===== src/rtl/rf_dump_tx.sv =====
// rf_dump_tx: streams a register-file dump as a byte frame.
// Frame: header 0xA5, then registers 0..7, each as 4 bytes MSB first.
// Optional feature macro: RF_DUMP_CHECKSUM_EN appends one XOR checksum byte
// over all register data bytes (header excluded).
// The register file is read through a combinational port: ra -> rd in the same cycle.
module rf_dump_tx (
  input  logic        clk,
  input  logic        n_rst,
  input  logic        start,
  output logic [2:0]  ra,
  input  logic [31:0] rd,
  output logic [7:0]  tx_data,
  output logic        tx_valid,
  input  logic        tx_ready,
  output logic        busy,
  output logic        done
);

  typedef enum logic [2:0] {
    ST_IDLE = 3'd0,
    ST_HDR  = 3'd1,
    ST_LOAD = 3'd2,
`ifdef RF_DUMP_CHECKSUM_EN
    ST_SEND = 3'd3,
    ST_CSUM = 3'd4
`else
    ST_SEND = 3'd3
`endif
  } state_t;

  localparam logic [7:0] HDR_BYTE = 8'hA5;

  state_t      r_state;
  logic [2:0]  r_idx;
  logic [31:0] r_shift;
  logic [1:0]  r_cnt;
  logic [7:0]  r_tx_data;
  logic        r_tx_valid;
  logic        r_busy;
  logic        r_done;
  logic        w_xfer;
`ifdef RF_DUMP_CHECKSUM_EN
  logic [7:0]  r_csum;
`endif

  assign w_xfer   = r_tx_valid & tx_ready;
  assign ra       = r_idx;
  assign tx_data  = r_tx_data;
  assign tx_valid = r_tx_valid;
  assign busy     = r_busy;
  assign done     = r_done;

  // Frame sequencer: state, register index, byte shifter and all registered outputs.
  always_ff @(posedge clk or negedge n_rst) begin
    if (!n_rst) begin
      r_state    <= ST_IDLE;
      r_idx      <= 3'd0;
      r_shift    <= 32'd0;
      r_cnt      <= 2'd0;
      r_tx_data  <= 8'h00;
      r_tx_valid <= 1'b0;
      r_busy     <= 1'b0;
      r_done     <= 1'b0;
`ifdef RF_DUMP_CHECKSUM_EN
      r_csum     <= 8'h00;
`endif
    end else begin
      r_done <= 1'b0;
      case (r_state)
        ST_IDLE: begin
          // start is only looked at here, so it is ignored (not queued) while busy
          if (start) begin
            r_state    <= ST_HDR;
            r_idx      <= 3'd0;
            r_tx_data  <= HDR_BYTE;
            r_tx_valid <= 1'b1;
            r_busy     <= 1'b1;
`ifdef RF_DUMP_CHECKSUM_EN
            r_csum     <= 8'h00;
`endif
          end
        end
        ST_HDR: begin
          if (w_xfer) begin
            r_state    <= ST_LOAD;
            r_idx      <= 3'd0;
            r_tx_valid <= 1'b0;
          end
        end
        ST_LOAD: begin
          // one-shot sample: later register-file writes cannot alter these 4 bytes
          r_shift    <= rd;
          r_tx_data  <= rd[31:24];
          r_tx_valid <= 1'b1;
          r_cnt      <= 2'd0;
          r_state    <= ST_SEND;
        end
        ST_SEND: begin
          if (w_xfer) begin
            r_shift   <= {r_shift[23:0], 8'h00};
            r_tx_data <= r_shift[23:16];
            r_cnt     <= r_cnt + 2'd1;
`ifdef RF_DUMP_CHECKSUM_EN
            r_csum    <= r_csum ^ r_shift[31:24];
`endif
            if (r_cnt == 2'd3) begin
              if (r_idx != 3'd7) begin
                r_idx      <= r_idx + 3'd1;
                r_tx_valid <= 1'b0;
                r_state    <= ST_LOAD;
              end else begin
`ifdef RF_DUMP_CHECKSUM_EN
                // the last data byte is folded in directly since r_csum updates this same edge
                r_tx_data  <= r_csum ^ r_shift[31:24];
                r_tx_valid <= 1'b1;
                r_state    <= ST_CSUM;
`else
                r_tx_valid <= 1'b0;
                r_busy     <= 1'b0;
                r_done     <= 1'b1;
                r_state    <= ST_IDLE;
`endif
              end
            end
          end
        end
`ifdef RF_DUMP_CHECKSUM_EN
        ST_CSUM: begin
          if (w_xfer) begin
            r_tx_valid <= 1'b0;
            r_busy     <= 1'b0;
            r_done     <= 1'b1;
            r_state    <= ST_IDLE;
          end
        end
`endif
        default: begin
          r_state    <= ST_IDLE;
          r_idx      <= 3'd0;
          r_tx_valid <= 1'b0;
          r_busy     <= 1'b0;
        end
      endcase
    end
  end

endmodule


===== config.mk =====
export PLATFORM = sky130hd
export DESIGN_NAME = rf_dump_tx
export DESIGN_NICKNAME = d
export VERILOG_FILES = /design/src/rtl/rf_dump_tx.sv
export SDC_FILE = /design/constraint.sdc
export NUM_CORES = 1
export LEC_CHECK = 0
export CAP_MARGIN = 20
export CORE_AREA = 2 2 67 69
export CTS_CLUSTER_DIAMETER = 60
export DETAILED_ROUTE_END_ITERATION = 10
export DIE_AREA = 0 0 69 71
export GPL_ROUTABILITY_DRIVEN = 0
export MAX_ROUTING_LAYER = met4
export PLACE_DENSITY = 0.82
export SYNTH_ARGS = -nofsm -noshare
export SYNTH_HDL_FRONTEND = slang
export SYNTH_SLANG_ARGS = --single-unit

===== constraint.sdc =====
create_clock -name clk -period 2.8 [get_ports clk]
set_input_delay 0.84 -clock clk [delete_from_list [all_inputs] [get_ports clk]]
set_output_delay 0.84 -clock clk [all_outputs]
set_load 0.03 [all_outputs]

[Word level (Yosys, flattened, before mapping)]
Cells that the tools add are included.
Word-level totals
  input port bits: 36
  output and inout port bits: 14
  bits in writable memories: 0
  bits in read-only memories: 0
  word-level logic and storage cells: 65
  bits in latches: 0
  bits in registers: 43
  memories kept: 0
Operators by class
  shift operators: 0
  $lt $le $gt $ge: 0
  div/mod/pow operators: 0
  reduce and logical (&&, ||, !) cells: 9
  $add $sub $neg: 2
  multipliers: 0
  bitwise logic cells: 3
  muxes and demuxes: 32
  equal/unequal tests: 11
Operators with widths (count)
  $pmux 24 s2: 1
  $mux 3: 9
  $mux 24: 1
  $pmux 3 s4: 2
  $pmux 8 s3: 1
  $mux 8: 2
  $ne 2x2->1 const B: 6
  $mux 1: 11
  $eq 3x2->1 const B: 2
  $reduce_and 6->1: 1
  $reduce_and 5->1: 1
  $mux 2: 2
  $pmux 1 s4: 1
  $pmux 2 s2: 1
  $reduce_and 4->1: 1
  $add 3x1->3 const B: 1
  $eq 3x1->1 const B: 1
  $logic_not 3->1: 1
  $ne 3x3->1 const B: 1
  $pmux 1 s3: 1
  $reduce_and 3->1: 1
  $reduce_bool 3->1: 1
  $add 2x1->2 const B: 1
  $eq 2x2->1 const B: 1
  5 further kinds: 6

[Logic depth before layout (Yosys ltp)]
Gate-level depths: netlist of the first run.
  depth after elaboration: 5
  gate-level depth with buffers: 7

[Least setup slack after synthesis of the first run]
No wires, ideal clock.
  kind: input-to-reg
  start point: input port start
  end point: register r_tx_data[0], in the netlist tx_data[0]
  setup time: 125 ps
  stages on the path: 3
  data required time: 2675 ps
  path buffers: 0
  arrival time: 1700 ps
  setup slack: 975 ps
  cells stage by stage: nand2b_1 -> nor3b_4 -> mux2_2
Between the ends
  cells in the longest elaborated chain, start to end: 2
Ends and longest elaborated chain
  from (decl): RTL line 9  | input logic start,
  $ne 2x2->1 (no line)
  $reduce_and 3->1 (no line)
  to (signal assigned): RTL line 93  | r_tx_data <= rd[31:24];
  to (signal assigned): RTL line 101  | r_tx_data <= r_shift[23:16];
  to (decl): RTL line 37  | logic [7:0] r_tx_data;
Every way passes these cells.
A chain may end at the register's enable or synchronous reset.

[Worst setup path in the final report of the first run]
  start point: register r_tx_valid, in the netlist tx_valid
  end point: output port tx_valid
RTL lines
  from (decl): RTL line 38  | logic r_tx_valid;
  from (signal assigned): RTL line 61  | r_tx_valid <= 1'b0;
  from (signal assigned): RTL line 76  | r_tx_valid <= 1'b1;
  from (signal assigned): RTL line 87  | r_tx_valid <= 1'b0;
  to (decl): RTL line 13  | output logic tx_valid,
No word-level cell between the ends.

==> impl_metrics.yaml, run 1 <==
outcome:
  run_status: "complete, no violations"
setup_path:
  critPathRequiredTime_ns: 1.96
  r2r_start: "r_state[0]"
  crit_slowest_cell: "clkdlybuf4s50_1"
  rr_endpoint: "r_shift[2]"
  crit_buf_inv: 1
  critPathMaxFanout: 7
  end_kind: "output pin"
  path_delay_family: "buffers and inverters"
  rrSetupSlack_ns: 0.56
  endpoint: "tx_valid"
  worstSetupStartpointType: "flop"
  worst-path-stages: 1
  worst-setup-path-type: "flop to output pin"
  critPathMaxStageDelay_ns: 0.72
  timing.critical_path.cells: "clkdlybuf4s50_1"
  r2r_cells: 5
  setup.worst_path.start: "tx_valid"
  cp.arrival_ns: 1.49
clock_tree:
  cts_buffers: 5
  htreeDepth: 2
  cts_hold_buffers: 0
  cts_resized: 0
  cts_tree: "yes"
  cts_root_buf: "clkbuf_8"
  path_clk_slew_ns: 0.07
  clockBufferDepth: 2
  cts_sinks: 42
  clk_latency_ns: 0.30
  post_cts_buffers: 0
yosys:
  synth_top_area_frac: 0.491
  yosysWarnings: 0
  syn_nets: 211
  synth_most_common_cell: "dfrtp_1"
  ys.flop_type: "dfrtp_1"
  synth_cell_types: 37
  netlist_top_cells_count: "42 x dfrtp_1, 41 x mux2_2, 13 x a22o_1"
  synth_seq_cells: 42
  synth_area_leaders: "dfrtp_1 49%, mux2_2 22%, a22o_1 5.3%"
  ys_seq_area_frac: 0.491
  syn_area_per_cell_um2: 12.8
  async_flop_share: 1.00
  synth_cells: 167
  synthesis.area_um2: 2140
  synth.largest_area_cell: "dfrtp_1"
  synth_edf_count: 0
power_and_ir_drop:
  p_switching_mw: 0.240
  irDropWorstVdd_mv: 0.231
  pwr-share-clk: 0.450
  internal_power_mw: 1.06
  p_leak_nw: 1.24
  power_density_nw_per_um2: 465
  power_frac_comb: 0.069
  swShare: 0.185
  power.total_mw: 1.30
  pwr-share-seq: 0.481
floorplanning:
  start_util: 0.509
  die_height_um: 71
  ios: 50
  die_w_um: 69
  rows: 24
  coreArea_um2: 4200
  die-area_um2: 4900
sta:
  slew_viol_final: 0
  worst_slack_ns: 0.467
  relSlewSlack: 0.459
  fmax_mhz: 429
  rsz0062_at_grt: "no"
  final.period_utilization: 0.833
  tightest_slew_ns: 0.809
  clock-skew-final_ns: 0.00721
  fin_setup_tns_ns: 0
  finalHoldViolCount: 0
  finalSetupViolCount: 0
  min_period_ns: 2.33
place:
  place_ws_ns: 0.288
  placedCellCount: 262
  hpwl_um: 2940
  port_buffers: 49
cells_and_area:
  syn_to_final_growth_pct: 30.8
  nNetsFinal: 261
  drive_above_1_share: 0.261
  final_core_utilization: 0.666
  regArea_um2: 1050
  num_antenna_cells: 0
  stdcell_count: 270
  num-fill-cells: 337
  multiInputGateArea_um2: 1000
detailed_routing:
  wl_per_cell_um: 15.3
  via_per_inst: 5.41
  drtPass1Iterations: 4
  ant_nets: 0
  routed_wl_um: 4130
  drc_errors: 0
  drtIter0Drc: 70
  vias: 1462
global_routing:
  grt_pass1_wl_um: 7360
  antenna_found_initial: 0
  first_global_vias: 1627
  top_usage_layer: "met2"
  met1_usage: 0.218
  grt_max_degree: 43
  overflow: 0
  grtUsageTotal: 0.193
  use_met3: 0.0570
  grt_use_met2: 0.337
run:
  maxCapViolCount: 0
min_path:
  holdCritPathClass: "flop to flop"
[power groups by stage]
stage	combinational (mW)	sequential [mW]	clock, mW
global route	0.0984	0.627	0.623
finish	0.0894	0.625	0.585
global placement	0.0905	0.637	0
CTS	0.0917	0.625	0.603
detailed placement	0.0911	0.637	0
floorplan	0.0218	0.636	0
[per-layer routing]
metal / vias up / wire length, um
met5: - / 0
met4: 0 / 55
met3: 6 / 241
met2: 39 / 2030
met1: 706 / 1800
li1: 711 / -
[logic make-up (layout without fill, tap and decap cells)]
group,after synthesis,after routing,synth area share
flops,42,42,0.491
simple gates,18,18,0.0503
mux,45,45,0.235
buf+inv,17,68,0.0403
fa+ha+maj,8,8,0.0468
xor+xnor,1,1,0.00409
compound gates,36,36,0.133
[cell type report]
class	instances	area share
sequential	42	0.376
clock inverter	2	0.0215
inverter	8	0.0107
timing repair buffer	52	0.181
multi-input combinational	108	0.358
tap	52	0.0232
clock buffer	6	0.0295
[metrics by stage]
step	hold slack, ns	instance area (um^2)
4_1_cts	0.507	2800
5_1_grt	0.526	2800
6_report	0.503	2800
2_1_floorplan	0.461	2140
3_3_place_gp	0.479	2660
3_5_place_dp	0.481	2660
[placed cells by master (no fill, tap or decap), drive strengths merged, types with 5 or more instances in the layout]
cell           netlist  routed
ha                   8       8
mux2                41      41
inv                  8       8
clkdlybuf4s50        0      48
clkbuf               2       6
a22o                13      13
o21ai                5       5
dfrtp               42      42
[state kept, by name, summed over array words and instances (netlist names)]
name and flops:
busy 1, r_cnt 2, tx_data 8, tx_valid 1
done 1, r_state 2, r_shift 24, ra 3
[worst min path at each step]
stage	from	endpoint	slack, ns	cells after the start
6_report	r_shift[2]	r_shift[2]	0.50	1
5_1_grt	r_shift[7]	r_shift[7]	0.53	1
4_1_cts	r_shift[2]	r_shift[2]	0.51	1
3_5_place_dp	r_shift[1]	r_shift[1]	0.48	1
3_3_place_gp	r_shift[7]	r_shift[7]	0.48	1
2_1_floorplan	r_shift[0]	r_shift[0]	0.46	1
No activity file was read; power rests on OpenSTA's default activity.
==> run 2, diff against run 1 <==
--- a/config.mk
+++ b/config.mk
@@ -6,13 +6,13 @@
 export NUM_CORES = 1
 export LEC_CHECK = 0
 export CAP_MARGIN = 20
-export CORE_AREA = 2 2 67 69
+export CORE_AREA = 2 2 69 71
 export CTS_CLUSTER_DIAMETER = 60
 export DETAILED_ROUTE_END_ITERATION = 10
-export DIE_AREA = 0 0 69 71
+export DIE_AREA = 0 0 71 73
 export GPL_ROUTABILITY_DRIVEN = 0
 export MAX_ROUTING_LAYER = met4
-export PLACE_DENSITY = 0.82
+export PLACE_DENSITY = 0.78
 export SYNTH_ARGS = -nofsm -noshare
 export SYNTH_HDL_FRONTEND = slang
 export SYNTH_SLANG_ARGS = --single-unit
==> constraint.sdc (replaced) <==
create_clock -name clk -period 2.3 [get_ports clk]
set_input_delay 0.69 -clock clk [delete_from_list [all_inputs] [get_ports clk]]
set_output_delay 0.69 -clock clk [all_outputs]
set_load 0.03 [all_outputs]
==> run 2 against run 1 <==
Compared with the run above: via count increased by 3.5%; worst hold slack got worse by 0.16 ns; flip-flop and latch count unchanged; global-route usage about the same; critical endpoint unchanged; largest power group unchanged.
==> impl_metrics.yaml, run 2 (same netlist as run 1, synthesis figures left out) <==
floorplanning:
  start_util: 0.472
  die_height_um: 73
  die_w_um: 71
  coreArea_um2: 4540
  ios: 50
  rows: 25
  die-area_um2: 5180
setup_path:
  worst-setup-path-type: "flop to output pin"
  critPathMaxFanout: 7
  end_kind: "output pin"
  rr_endpoint: "r_shift[1]"
  critPathMaxStageDelay_ns: 0.72
  crit_buf_inv: 1
  cp.arrival_ns: 1.50
  setup.worst_path.start: "tx_valid"
  rrSetupSlack_ns: 0.42
  worstSetupStartpointType: "flop"
  r2r_cells: 5
  r2r_start: "r_state[0]"
  path_delay_family: "buffers and inverters"
  timing.critical_path.cells: "clkdlybuf4s50_1"
  critPathRequiredTime_ns: 1.61
  crit_slowest_cell: "clkdlybuf4s50_1"
sta:
  finalHoldViolCount: 0
  tightest_slew_ns: 0.522
  fin_setup_tns_ns: 0
  slew_viol_final: 0
  rsz0062_at_grt: "no"
  finalSetupViolCount: 0
  clock-skew-final_ns: 0.00255
  relSlewSlack: 0.651
  worst_slack_ns: 0.115
  fmax_mhz: 458
  min_period_ns: 2.19
  final.period_utilization: 0.950
cells_and_area:
  syn_to_final_growth_pct: 32.2
  drive_above_1_share: 0.278
  layout_common_cells: "48 x clkdlybuf4s50_1, 42 x dfrtp_1, 41 x mux2_2, 13 x a22o_1"
  num-fill-cells: 379
  regMostFlops: "r_shift"
  nNetsFinal: 266
  largest_reg_flops: 24
  num_antenna_cells: 0
  final_common_cell: "clkdlybuf4s50_1"
min_path:
  holdCritPathClass: "input port to async pin"
clock_tree:
  cts_root_buf: "clkbuf_8"
  cts_tree: "yes"
  cts_resized: 0
  path_clk_slew_ns: 0.08
  clockBufferDepth: 2
  post_cts_buffers: 0
  cts_buffers: 5
  cts_hold_buffers: 0
  cts_sinks: 42
  clk_latency_ns: 0.29
  htreeDepth: 2
run:
  maxCapViolCount: 0
detailed_routing:
  vias: 1513
  wl_per_cell_um: 15.5
  drtIter0Drc: 73
  drc_errors: 0
  via_per_inst: 5.46
  ant_nets: 0
  drtPass1Iterations: 4
  routed_wl_um: 4300
global_routing:
  grt_use_met2: 0.318
  top_usage_layer: "met2"
  grtUsageTotal: 0.194
  overflow: 0
  use_met3: 0.0401
  grt_max_degree: 24
  grt_pass1_wl_um: 7530
  first_global_vias: 1618
  met1_usage: 0.245
  antenna_found_initial: 0
place:
  place_ws_ns: 0.0774
  hpwl_um: 3210
  port_buffers: 49
power_and_ir_drop:
  power_density_nw_per_um2: 482
  p_leak_nw: 1.25
  irDropWorstVdd_mv: 0.250
outcome:
  run_status: "complete, no violations"
==> run 2: per-stage QoR <==
step / util / std cells / hold WS [ns] / total power [mW] / instance area (um^2)
global placement: 0.603 / 269 / 0.479 / 0.889 / 2730
CTS: 0.624 / 277 / 0.358 / 1.39 / 2830
floorplan: - / 167 / 0.394 / 0.801 / 2140
detailed placement: 0.603 / 269 / 0.479 / 0.890 / 2730
global route: 0.624 / 277 / 0.373 / 1.42 / 2830
finish: 0.624 / 277 / 0.347 / 1.36 / 2830
==> run 2: how the worst max path moves through the flow <==
stage | to | cells after the start | slack [ns]
floorplan | r_shift[14] | 5 | 0.57
global placement | tx_data[4] | 5 | 0.11
detailed placement | tx_data[4] | 5 | 0.08
CTS | tx_valid | 1 | 0.11
global route | tx_valid | 1 | 0.06
finish | tx_valid | 1 | 0.11
==> run 2: layer usage <==
layer | part of all wire | routed length (um) | up-vias
met5 | 0 | 0 | -
met4 | 0.0084 | 36 | 0
met3 | 0.051 | 220 | 5
met2 | 0.50 | 2160 | 44
met1 | 0.44 | 1890 | 743
li1 | - | - | 721
==> run 2: power breakdown <==
part	switching, mW	leakage (nW)	internal, mW	total [mW]
combinational	0.0354	0.707	0.0771	0.113
clock	0.249	0.0472	0.241	0.491
sequential	0.00845	0.500	0.753	0.761
==> run 2: area by class of cell <==
type,instances,area (um^2),share of cell area
inverters,8,30.0,0.0106
clock buffers,6,82.6,0.0292
well taps,54,67.6,0.0239
clock inverters,2,12.5,0.00442
repair buffers,57,583,0.206
flip-flops and latches,42,1050,0.372
multi-input cells,108,1000,0.354
==> RTL change 1, RTL diff (flow settings as in run 2) <==
Make the reset (`n_rst`) synchronous in one clocked block.
--- a/src/rtl/rf_dump_tx.sv
+++ b/src/rtl/rf_dump_tx.sv
@@ -51,7 +51,7 @@
   assign done     = r_done;
 
   // Frame sequencer: state, register index, byte shifter and all registered outputs.
-  always_ff @(posedge clk or negedge n_rst) begin
+  always_ff @(posedge clk) begin
     if (!n_rst) begin
       r_state    <= ST_IDLE;
       r_idx      <= 3'd0;
Function: differs if n_rst is asserted again (counterexample within 4 cycles, from zero or initial values and one cycle with n_rst low); with n_rst held inactive, the same outputs for 10 cycles.
==> RTL change 1 against run 2 <==
Synthesized area decreased by 11%; sequential cell count unchanged; final cell count up 13%; routed wire length is 8.3% lower; non-clock buffer count up 2; synthesized cell count rose by 25%; die area did not move; worst setup slack gained 130 ps; critical path type unchanged; cell area is 9.4% lower.
Power is not compared: it rests on default switching activity, and its combinational part moved more than twofold at a synthesized area within 25%.
==> RTL change 1: results <==
{
  "grt_antenna_before_repair": 0,
  "global_route.usage.met3_pct": 5.110,
  "async_flop_share_pct": 0,
  "post_cts_resized": 0,
  "crit_end": "ra[0]",
  "final_layout_size_suffix_gt1_share_pct": 8.077,
  "timing.final.crit_share_pct": 89.51,
  "yosys-top-cells-area": "sky130_fd_sc_hd__dfxtp_1 (44%), sky130_fd_sc_hd__mux2i_1 (11%), sky130_fd_sc_hd__a211oi_1 (8.3%), sky130_fd_sc_hd__nor2_1 (7.7%), sky130_fd_sc_hd__ha_1 (5.3%)",
  "grt_pass1_vias": 1584,
  "r2r_depth": 6,
  "synth.yosys.seq_area_share_pct": 44.30,
  "largest_reg_flops": 24,
  "mappedNetlistNets": 253,
  "hold_ws_ps": 468.1,
  "critPathLaunch": "ra[0]$_SDFFE_PN0P_",
  "met1Wirelength_mm": 1.812,
  "regMostFlops": "r_shift",
  "routed_via_density": 5.146,
  "postPlaceCellArea_sq_mm": 0.002474,
  "grt_usage_pct": 17.01,
  "synthDistinctLibCells": 29,
  "dr_wl_met2_mm": 1.851,
  "synth_cells": 209,
  "dpl.hpwl_mm": 2.890,
  "synth.cells.most_frequent": "sky130_fd_sc_hd__dfxtp_1 (42), sky130_fd_sc_hd__nor2_1 (39), sky130_fd_sc_hd__a211oi_1 (21)",
  "max-slew-margin-rel_pct": 57.18,
  "post_layout_nonfiller_instances": 314,
  "hold_class": "flip-flop to flip-flop",
  "totalWireLength_mm": 3.945,
  "grt.met1_usage_pct": 20.72,
  "final_net_count": 303,
  "first_pass_grt_wire_length_mm": 6.844,
  "number_of_violations_reported_at_the_end_of_detailed_routing_iteration_0": 105,
  "terminus_of_the_critical_flop_to_flop_path": "ra[1]$_SDFFE_PN0P_",
  "timing.clock.skew_ps": 7.665,
  "rr_startpoint": "r_state[0]$_SDFFE_PN0P_",
  "fillerInstances": 409,
  "reg2reg_slack_ps": 370,
  "worst_skew_pair.late_latency_ps": 290,
  "power.combinational.total_mw": 1.48,
  "crit_arrival_ps": 1370,
  "globalRouteMet2Util_pct": 26.48,
  "postCtsSetupRepairBufs": 0,
  "buffer_ports.inserted": 49,
  "detail_route_met3_wl_um": 223,
  "status": "finished clean",
  "cts_buf_count": 5,
  "dpl_worst_slack_ps": 29.63,
  "path_max_fanout": 4,
  "critPathMaxStageDelay_ps": 690,
  "antenna-diode-count": 0,
  "grt_max_degree": 33
}
-- RTL change 1: cell types whose count changed in the layout (fill, tap and decap cells not counted), sizes merged, moves of 16 or more --
cell / change
mux2i: +16
a211oi: +21
nor2: +35
dfxtp: +42
dfrtp: -42
mux2: -41
-- RTL change 1: logic make-up after synthesis --
| logic type | after synthesis | share of synthesized area (%) |
|---|---|---|
| simple gates | 66 | 15.16 |
| compound gates | 52 | 19.84 |
| flops | 42 | 44.30 |
| buf+inv | 21 | 4.878 |
| mux | 20 | 10.55 |
| fa+ha+maj | 8 | 5.274 |
-- RTL change 1: layout make-up --
cell class,instances,area [sq um],area share [%]
multi-input cells,146,968.4,37.77
repair buffers,59,578.1,22.55
clock buffers,5,68.82,2.684
inverters,5,18.77,0.7321
clock inverters,3,21.27,0.8297
well taps,54,67.56,2.635
flip-flops and latches,42,840.8,32.80
==> RTL change 2, RTL diff (config.mk and constraints of run 2) <==
Made on the original files. Encoding of `state_t`: now Gray code (2 bits for 4 states).
--- a/src/rtl/rf_dump_tx.sv
+++ b/src/rtl/rf_dump_tx.sv
@@ -16,15 +16,15 @@
   output logic        done
 );
 
-  typedef enum logic [2:0] {
-    ST_IDLE = 3'd0,
-    ST_HDR  = 3'd1,
-    ST_LOAD = 3'd2,
+  typedef enum logic [1:0] {
+    ST_IDLE = 2'b00,
+    ST_HDR  = 2'b01,
+    ST_LOAD = 2'b11,
 `ifdef RF_DUMP_CHECKSUM_EN
     ST_SEND = 3'd3,
     ST_CSUM = 3'd4
 `else
-    ST_SEND = 3'd3
+    ST_SEND = 2'b10
 `endif
   } state_t;
 
Formal check against the unedited RTL: same outputs for any inputs over 10 cycles, from zero or initial values and one cycle with n_rst low; not proved beyond that.
==> RTL change 2 against run 2 <==
Die area is the same; cell area increased by 3.7%; sequential cell count stayed put; synthesized area is 3.9% higher; count of clock-buffer cells in the layout shrank 1; worst setup slack got worse by 33 ps; register-to-register slack lost 40 ps; routed wire length fell by 3.7%.
Power is not compared: it rests on default switching activity, and its combinational part moved more than twofold at a synthesized area within 25%.
==> RTL change 2: results <==
{
  "hold_class": "input port to asynchronous set/reset pin",
  "fraction_of_area_in_multi_input_gates_pct": 37.63,
  "crit_arrival_ps": 1530,
  "seq_area_share_pct": 35.84,
  "reg2reg_slack_ps": 380,
  "worst-slew-pin-transition_ps": 525.3,
  "hold_ws_ps": 451.5,
  "synth.yosys.seq_area_share_pct": 47.27,
  "dpl.cell_count": 275,
  "grt_antenna_before_repair": 0,
  "fillerInstances": 345,
  "final.signal_buffer_count": 58,
  "postSynth.topFlopCell": "sky130_fd_sc_hd__dfrtp_1",
  "vias": 1498,
  "grt_max_degree": 43,
  "synthDistinctLibCells": 31,
  "detail_route_met3_wl_um": 179,
  "dpl.hpwl_mm": 2.919,
  "peakVddDrop_mv": 0.6529,
  "timing.critical_path.max_delay_family": "buffers and inverters",
  "postPlaceCellArea_sq_mm": 0.002819,
  "warning_count_from_the_yosys_run": 0,
  "finalInstanceArea_sq_mm": 0.002933,
  "r2r_depth": 6,
  "critPathMaxStageDelay_ps": 730,
  "met1Wirelength_mm": 1.959,
  "global_route.usage.met3_pct": 4.144,
  "final_layout_size_suffix_gt1_share_pct": 31.44,
  "ctsRootBufferMaster": "sky130_fd_sc_hd__clkbuf_8",
  "mappedNetlistNets": 217,
  "multiInputCombCellCount": 116,
  "postCtsSetupRepairBufs": 0,
  "final_net_count": 274,
  "pwr-share-clk_pct": 14.1,
  "synth.cells.most_frequent": "sky130_fd_sc_hd__mux2_2 (50), sky130_fd_sc_hd__dfrtp_1 (42), sky130_fd_sc_hd__nor2b_1 (15)",
  "dpl_worst_slack_ps": 107.9,
  "first_pass_grt_wire_length_mm": 7.376,
  "top_area_cell_class": "multi-input gates",
  "clock_area_share_pct": 3.882,
  "netSwitchingFraction_pct": 36.03,
  "grt_usage_pct": 18.75,
  "dr_wl_met2_mm": 1.968,
  "yosys-top-cells-area": "sky130_fd_sc_hd__dfrtp_1 (47%), sky130_fd_sc_hd__mux2_2 (25%), sky130_fd_sc_hd__ha_1 (5.6%), sky130_fd_sc_hd__nor2b_1 (4.2%), sky130_fd_sc_hd__a22o_1 (1.6%)",
  "inv_count": 5,
  "non_clock_buffer_area_share_pct": 19.71,
  "synth_cells": 171,
  "number_of_violations_reported_at_the_end_of_detailed_routing_iteration_0": 66,
  "status": "finished clean",
  "timing.clock.skew_ps": 4.046,
  "clock_path_buffers": 2,
  "path_max_fanout": 7,
  "terminus_of_the_critical_flop_to_flop_path": "r_shift[4]$_DFFE_PN0P_",
  "antenna-diode-count": 0,
  "totalWireLength_mm": 4.143,
  "globalRouteMet2Util_pct": 28.66,
  "seq_cell_count": 42,
  "power.internal_mw": 2.693,
  "post_layout_nonfiller_instances": 283,
  "grt.met1_usage_pct": 25.25
}
RTL change 2: cell families (layout without fill, tap and decap cells):
group / Yosys count / count (layout) / share of synthesized area, %
mux: 53 / 53 / 26.67
flops: 42 / 42 / 47.27
compound gates: 27 / 27 / 10.35
simple gates: 26 / 26 / 6.978
buf+inv: 13 / 71 / 3.095
fa+ha+maj: 10 / 10 / 5.627
RTL change 2: how the worst max path moves through the flow:
stage	start	endpoint	slack (ps)	cells after the start
after floorplan	r_state[0]$_DFFE_PN0P_	r_shift[15]$_DFFE_PN0P_	390	6
after global placement	tx_ready	tx_data[7]$_DFFE_PN0P_	120	5
after detailed placement	tx_ready	r_shift[4]$_DFFE_PN0P_	110	5
after CTS	tx_valid$_DFFE_PN0P_	tx_valid	70	1
after global routing	tx_valid$_DFFE_PN0P_	tx_valid	10	1
final	tx_valid$_DFFE_PN0P_	tx_valid	80	1
